`src/rtl/button_debounce_pkg.sv`:
```
// Shared constants and types for the push-button debouncer.
//   CLK_HZ        board clock frequency the default timings are derived from
//   ms_to_cyc()   millisecond to sys_clk cycle conversion for parameter defaults
//   max3()        constant helper used to size the shared counter width
//   btn_evt_t     bundle of the single-cycle event pulses
package button_debounce_pkg;

    localparam int CLK_HZ = 27_000_000;

    function automatic int ms_to_cyc(input int ms);
        return (CLK_HZ / 1000) * ms;
    endfunction

    function automatic int max3(input int a, input int b, input int c);
        int m;
        m = (a > b) ? a : b;
        return (m > c) ? m : c;
    endfunction

    localparam int DEBOUNCE_CYC_DEF = ms_to_cyc(10);
    localparam int LONG_CYC_DEF     = ms_to_cyc(1000);
    localparam int REPEAT_CYC_DEF   = ms_to_cyc(200);

    typedef struct packed {
        logic press;
        logic rel;
        logic lng;
        logic rpt;
    } btn_evt_t;

endpackage

```
`src/rtl/button_debounce_sync_ff.sv`:
```
// sync_ff: STAGES-deep flop chain bringing an asynchronous pin into the clock domain.
//   clk   in  clock
//   rst   in  synchronous active-high reset, loads RESET_VAL into every stage
//   d     in  asynchronous input
//   q     out synchronised output (last stage)
module sync_ff #(
    parameter int STAGES    = 2,
    parameter bit RESET_VAL = 1'b0
) (
    input  logic clk,
    input  logic rst,
    input  logic d,
    output logic q
);

    logic [STAGES-1:0] chain_q;
    logic [STAGES-1:0] chain_d;

    always_comb begin
        chain_d = {chain_q[STAGES-2:0], d};
    end

    always_ff @(posedge clk) begin
        if (rst) begin
            chain_q <= {STAGES{RESET_VAL}};
        end else begin
            chain_q <= chain_d;
        end
    end

    assign q = chain_q[STAGES-1];

endmodule

```
`src/rtl/button_debounce.sv`:
```
// button_debounce: synchronises and debounces one push-button pin and produces a
// clean level plus single-cycle press / release / long-press / auto-repeat events.
//   sys_clk      in   system clock
//   sys_rst      in   synchronous active-high reset
//   btn_in       in   raw asynchronous button pin
//   btn_level    out  debounced state, 1 = pressed
//   btn_press    out  1-cycle pulse on debounced press
//   btn_release  out  1-cycle pulse on debounced release
//   btn_long     out  1-cycle pulse when the hold reaches LONG_CYC
//   btn_repeat   out  1-cycle pulse every REPEAT_CYC after btn_long (0 disables)
module button_debounce
    import button_debounce_pkg::*;
#(
    parameter int SYNC_STAGES  = 2,
    parameter int DEBOUNCE_CYC = DEBOUNCE_CYC_DEF,
    parameter int LONG_CYC     = LONG_CYC_DEF,
    parameter int REPEAT_CYC   = REPEAT_CYC_DEF,
    parameter bit ACTIVE_LOW   = 1'b1
) (
    input  logic sys_clk,
    input  logic sys_rst,
    input  logic btn_in,
    output logic btn_level,
    output logic btn_press,
    output logic btn_release,
    output logic btn_long,
    output logic btn_repeat
);

    localparam int CNT_MAX = max3(DEBOUNCE_CYC, LONG_CYC, REPEAT_CYC);
    localparam int CNT_W   = $clog2(CNT_MAX + 1);

    typedef logic [CNT_W-1:0] cnt_t;

    localparam cnt_t CNT_SAT   = cnt_t'(CNT_MAX);
    localparam cnt_t DEB_LAST  = cnt_t'(DEBOUNCE_CYC - 1);
    localparam cnt_t LONG_LAST = cnt_t'(LONG_CYC - 1);
    localparam cnt_t REP_LAST  = cnt_t'((REPEAT_CYC > 0) ? REPEAT_CYC - 1 : 0);

    typedef enum logic [2:0] {
        IDLE,
        DEB_PRESS,
        PRESSED,
        LONG,
        DEB_REL
    } state_t;

    function automatic cnt_t sat_inc(input cnt_t c);
        return (c == CNT_SAT) ? c : c + cnt_t'(1);
    endfunction

    logic     pin_sync;
    logic     raw_q,   raw_d;
    state_t   state_q, state_d;
    logic     ret_long_q, ret_long_d;   // state to resume if the release turns out to be a bounce
    cnt_t     dcnt_q,  dcnt_d;
    cnt_t     hcnt_q,  hcnt_d;
    cnt_t     rcnt_q,  rcnt_d;
    logic     level_q, level_d;
    btn_evt_t evt_q,   evt_d;

    // Reset value is the released pin level so a reset never looks like a press.
    sync_ff #(
        .STAGES    (SYNC_STAGES),
        .RESET_VAL (ACTIVE_LOW)
    ) u_sync (
        .clk (sys_clk),
        .rst (sys_rst),
        .d   (btn_in),
        .q   (pin_sync)
    );

    // Polarity-corrected sample, registered so the FSM only sees a flop output.
    always_comb begin
        raw_d = pin_sync ^ ACTIVE_LOW;
    end

    always_comb begin
        state_d    = state_q;
        ret_long_d = ret_long_q;
        dcnt_d     = dcnt_q;
        hcnt_d     = hcnt_q;
        rcnt_d     = rcnt_q;
        level_d    = level_q;
        evt_d      = '0;

        case (state_q)
            IDLE: begin
                level_d = 1'b0;
                if (raw_q) begin
                    state_d = DEB_PRESS;
                    dcnt_d  = '0;
                end
            end

            DEB_PRESS: begin
                if (!raw_q) begin
                    state_d = IDLE;
                end else if (dcnt_q == DEB_LAST) begin
                    state_d     = PRESSED;
                    evt_d.press = 1'b1;
                    level_d     = 1'b1;
                    hcnt_d      = '0;
                end else begin
                    dcnt_d = sat_inc(dcnt_q);
                end
            end

            // Release is tested first so it wins over a simultaneous long-press.
            PRESSED: begin
                if (!raw_q) begin
                    state_d    = DEB_REL;
                    dcnt_d     = '0;
                    ret_long_d = 1'b0;
                end else if (hcnt_q == LONG_LAST) begin
                    state_d   = LONG;
                    evt_d.lng = 1'b1;
                    rcnt_d    = '0;
                end else begin
                    hcnt_d = sat_inc(hcnt_q);
                end
            end

            LONG: begin
                if (!raw_q) begin
                    state_d    = DEB_REL;
                    dcnt_d     = '0;
                    ret_long_d = 1'b1;
                end else if (REPEAT_CYC > 0) begin
                    if (rcnt_q == REP_LAST) begin
                        evt_d.rpt = 1'b1;
                        rcnt_d    = '0;
                    end else begin
                        rcnt_d = sat_inc(rcnt_q);
                    end
                end
            end

            // hcnt/rcnt are left untouched here, so a bounce only costs the frozen cycles.
            DEB_REL: begin
                if (raw_q) begin
                    state_d = ret_long_q ? LONG : PRESSED;
                end else if (dcnt_q == DEB_LAST) begin
                    state_d   = IDLE;
                    evt_d.rel = 1'b1;
                    level_d   = 1'b0;
                end else begin
                    dcnt_d = sat_inc(dcnt_q);
                end
            end

            default: begin
                state_d = IDLE;
                level_d = 1'b0;
            end
        endcase
    end

    always_ff @(posedge sys_clk) begin
        if (sys_rst) begin
            raw_q      <= 1'b0;
            state_q    <= IDLE;
            ret_long_q <= 1'b0;
            dcnt_q     <= '0;
            hcnt_q     <= '0;
            rcnt_q     <= '0;
            level_q    <= 1'b0;
            evt_q      <= '0;
        end else begin
            raw_q      <= raw_d;
            state_q    <= state_d;
            ret_long_q <= ret_long_d;
            dcnt_q     <= dcnt_d;
            hcnt_q     <= hcnt_d;
            rcnt_q     <= rcnt_d;
            level_q    <= level_d;
            evt_q      <= evt_d;
        end
    end

    assign btn_level   = level_q;
    assign btn_press   = evt_q.press;
    assign btn_release = evt_q.rel;
    assign btn_long    = evt_q.lng;
    assign btn_repeat  = evt_q.rpt;

endmodule

```
`config.mk`:
```
export PLATFORM = sky130hd
export DESIGN_NAME = button_debounce
export DESIGN_NICKNAME = d
export VERILOG_FILES = /design/src/rtl/button_debounce_pkg.sv /design/src/rtl/button_debounce_sync_ff.sv /design/src/rtl/button_debounce.sv
export SDC_FILE = /design/constraint.sdc
export NUM_CORES = 1
export LEC_CHECK = 0
export CAP_MARGIN = 20
export CORE_UTILIZATION = 45
export CTS_CLUSTER_SIZE = 25
export DETAILED_ROUTE_END_ITERATION = 8
export PLACE_DENSITY_LB_ADDON = 0.3
export SLEW_MARGIN = 20
export SYNTH_ARGS = -nofsm -noshare
export SYNTH_HDL_FRONTEND = slang
export SYNTH_SLANG_ARGS = --single-unit
```
`constraint.sdc`:
```
create_clock -name sys_clk -period 3.2 [get_ports sys_clk]
set_input_delay 0.48 -clock sys_clk [delete_from_list [all_inputs] [get_ports sys_clk]]
set_output_delay 0.48 -clock sys_clk [all_outputs]
set_load 0.03 [all_outputs]
```
==> results by group <==
Outcome
  • Status: completed

Timing
  • Final min period: 2599 ps
  • Pins over their slew limit: 0
  • Post-Route Setup TNS: 0 ps
  • Final hold vios: 0
  • Worst-margin pin slew: 766.5 ps
  • Setup Skew: 14.72 ps
  • RSZ-0062 raised after global routing: no
  • Final setup vio count: 0
  • Period utilization: 0.8122
  • Fmax: 384.8 MHz
  • Slew HR: 0.4823

Clock network
  • Worst-Skew Late Latency: 380 ps
  • PostCTS Resize Cnt: 0
  • Worst-path clk slew: 90 ps
  • Inserted Clock Buffers: 9
  • Root buf cell: clkbuf_8
  • Clock sinks: 87
  • Total setup buffers inserted after CTS: 0
  • CTS Buffer Depth: 2
  • # hold bufs at CTS: 0
  • CTS tree: done
  • H-tree depth: 3

Finish
  • Commonest cells after routing, fill and taps aside: dfxtp_1, nor2_1, o21ai_0
  • Area growth, synth to finish: 7.534%
  • Layout cells sized above 1: 0.07553
  • Commonest non-fill, non-tap cell in the layout: dfxtp_1
  • Ant. Diodes: 0
  • Filler cell count: 1025
  • Final design utilization: 0.5023
  • Fin nets: 613
  • Register area: 0.001742 sq mm
  • Footprint of the multi-input gates: 0.002954 sq mm

Synthesis
  • Mapped Nets: 616
  • Syn_area_per_cell: 8.016 sq um
  • Yosys cell types: 75
  • Ys async rst share: 0
  • Synth warn: 0
  • Synth Register Bits: 87
  • Post-synth EDFFs: 0
  • Largest cells by area after synthesis: dfxtp_1, o21ai_0, nor2_1, a21oi_1, nand4_1
  • Area leader, netlist: dfxtp_1
  • Ys flop type: dfxtp_1
  • Post-synthesis sequential area ratio: 0.3579
  • Post-Synthesis Cell Area: 0.004866 sq mm
  • Cells after synthesis: 607
  • Synth top area share: 0.3579

Setup path
  • R2R setup slack: 600 ps
  • Worst setup SP type: register
  • Critical path class: register to register
  • Worst Path Required: 3500 ps
  • Reg2Reg Depth: 7
  • Reg2reg end: rcnt_q[3]
  • Worst setup startpoint: hcnt_q[0]
  • WP data arrival: 2900 ps
  • CP endpoint: rcnt_q[3]
  • FF-to-FF Start: hcnt_q[0]
  • Crit. End Element: register
  • CP max FO: 18

Global route
  • Overall routing resource usage: 0.2297
  • Congestion Overflow GR: 0
  • First-pass GRT wire length: 20930 um
  • Initial antenna violation count: 0
  • Largest net degree at the start of global routing: 33
  • Number of global-route vias before repair: 4236

Die
  • Die Y-Extent: 106.0 um
  • Core area: 0.01042 sq mm
  • DIE AREA: 0.01123 sq mm
  • I/O pin count: 8
  • Die X: 106.0 um
  • Initial Util: 0.4671
  • Row count: 37

Detailed routing
  • Vias per inst: 6.383
  • Post-DR wirelength/cell: 16.68 um
  • Routed WL: 12430 um
  • DRT Pass-1 Iters: 5
  • DRC Markers: 0
  • Number of DRC markers in iteration 0: 500
  • Final ANT Viol Nets: 0
  • Routed via count: 4755

Power
  • Cell Pwr Density: 370.5 mW/mm^2
  • Peak supply drop: 0.1720 mV
  • Leak: 1.635 nW
  • Power Total: 0.001939 W

Min path
  • Hold WC Path Type: register to register

Job
  • Max_cap viols: 0

Placed design
  • Placer Congestion: 0.8986
  • Port-buffer cells: 7
  • HPWL Detailed: 8628 um
==> metal layers <==
| layer | global-route usage | routed length, um | vias to the layer above |
|---|---|---|---|
| met5 | 0 | 0 | - |
| met4 | 0.07937 | 141 | 0 |
| met3 | 0.03863 | 704 | 15 |
| met2 | 0.3506 | 5650 | 161 |
| met1 | 0.3262 | 5928 | 2292 |
| li1 | - | - | 2287 |
==> worst min path at each step <==
stage                     cells after the start  endpoint               from
after floorplan                               1     raw_q  u_sync.chain_q[1]
after CTS                                     1     raw_q  u_sync.chain_q[1]
after global routing                          1     raw_q  u_sync.chain_q[1]
after detailed placement                      1     raw_q  u_sync.chain_q[1]
final                                         1     raw_q  u_sync.chain_q[1]
after global placement                        1     raw_q  u_sync.chain_q[1]
==> cell families (layout without fill, tap and decap cells) <==
group,count (synthesis),count (layout),share of synthesized area
mux,4,4,0.008486
compound gates,164,164,0.2129
fa+ha+maj,6,6,0.01543
buf+inv,41,43,0.03497
flops,87,87,0.3579
xor+xnor,18,18,0.03240
simple gates,287,287,0.3379
==> synth_stat cells, types with 7 or more instances <==
| cell type | count |
|---|---|
| o31ai_1 | 9 |
| inv_1 | 15 |
| nand4_1 | 30 |
| and2_1 | 7 |
| nand2_1 | 45 |
| nor2_1 | 60 |
| nor3_1 | 22 |
| and3_1 | 19 |
| dfxtp_1 | 87 |
| buf_2 | 7 |
| clkbuf_1 | 16 |
| nand3_1 | 32 |
| and4_1 | 10 |
| o21ai_0 | 49 |
| a21oi_1 | 42 |
| a31oi_1 | 25 |
| xnor2_1 | 14 |
==> flip-flops by register name, indices dropped and copies added, names as in the netlist <==
signal / cells
btn_release: 1
ret_long_q: 1
btn_press: 1
u_sync.chain_q: 2
hcnt_q: 25
dcnt_q: 25
rcnt_q: 25
btn_long: 1
btn_repeat: 1
btn_level: 1
raw_q: 1
state_q: 3
==> through the flow <==
| step | std cells | setup WS, ps | cell area (sq um) | hold WS [ps] |
|---|---|---|---|---|
| after floorplan | 607 | 1025 | 4866 | 362.7 |
| after global placement | 729 | 711.4 | 5030 | 367.9 |
| after detailed placement | 729 | 602.5 | 5030 | 369.2 |
| after CTS | 745 | 585.9 | 5233 | 382.2 |
| after global routing | 745 | 366.1 | 5233 | 400.2 |
| final | 745 | 601.1 | 5233 | 380.2 |
==> worst max-delay path, cell delays in order (launching register included) <==
cell and delay, ps:
dfxtp_1 410, ha_1 300, nand3_4 130, nor4_4 410
a21oi_2 280, or3_4 470, or3b_1 390, a21oi_1 140
==> layout make-up <==
class	instances	area share
clock buffer	9	0.02367
clock inverter	7	0.01506
inverter	15	0.01076
multi-input combinational	479	0.5646
sequential	87	0.3329
tap	136	0.03252
timing repair buffer	12	0.02056
==> where the power goes <==
part | total, W | internal, W | switching [W]
combinational | 0.0000427 | 0.0000117 | 0.0000310
clock | 0.000809 | 0.000367 | 0.000441
sequential | 0.00109 | 0.00108 | 0.00000305
Note: power is estimated with default switching activity, not from simulation.
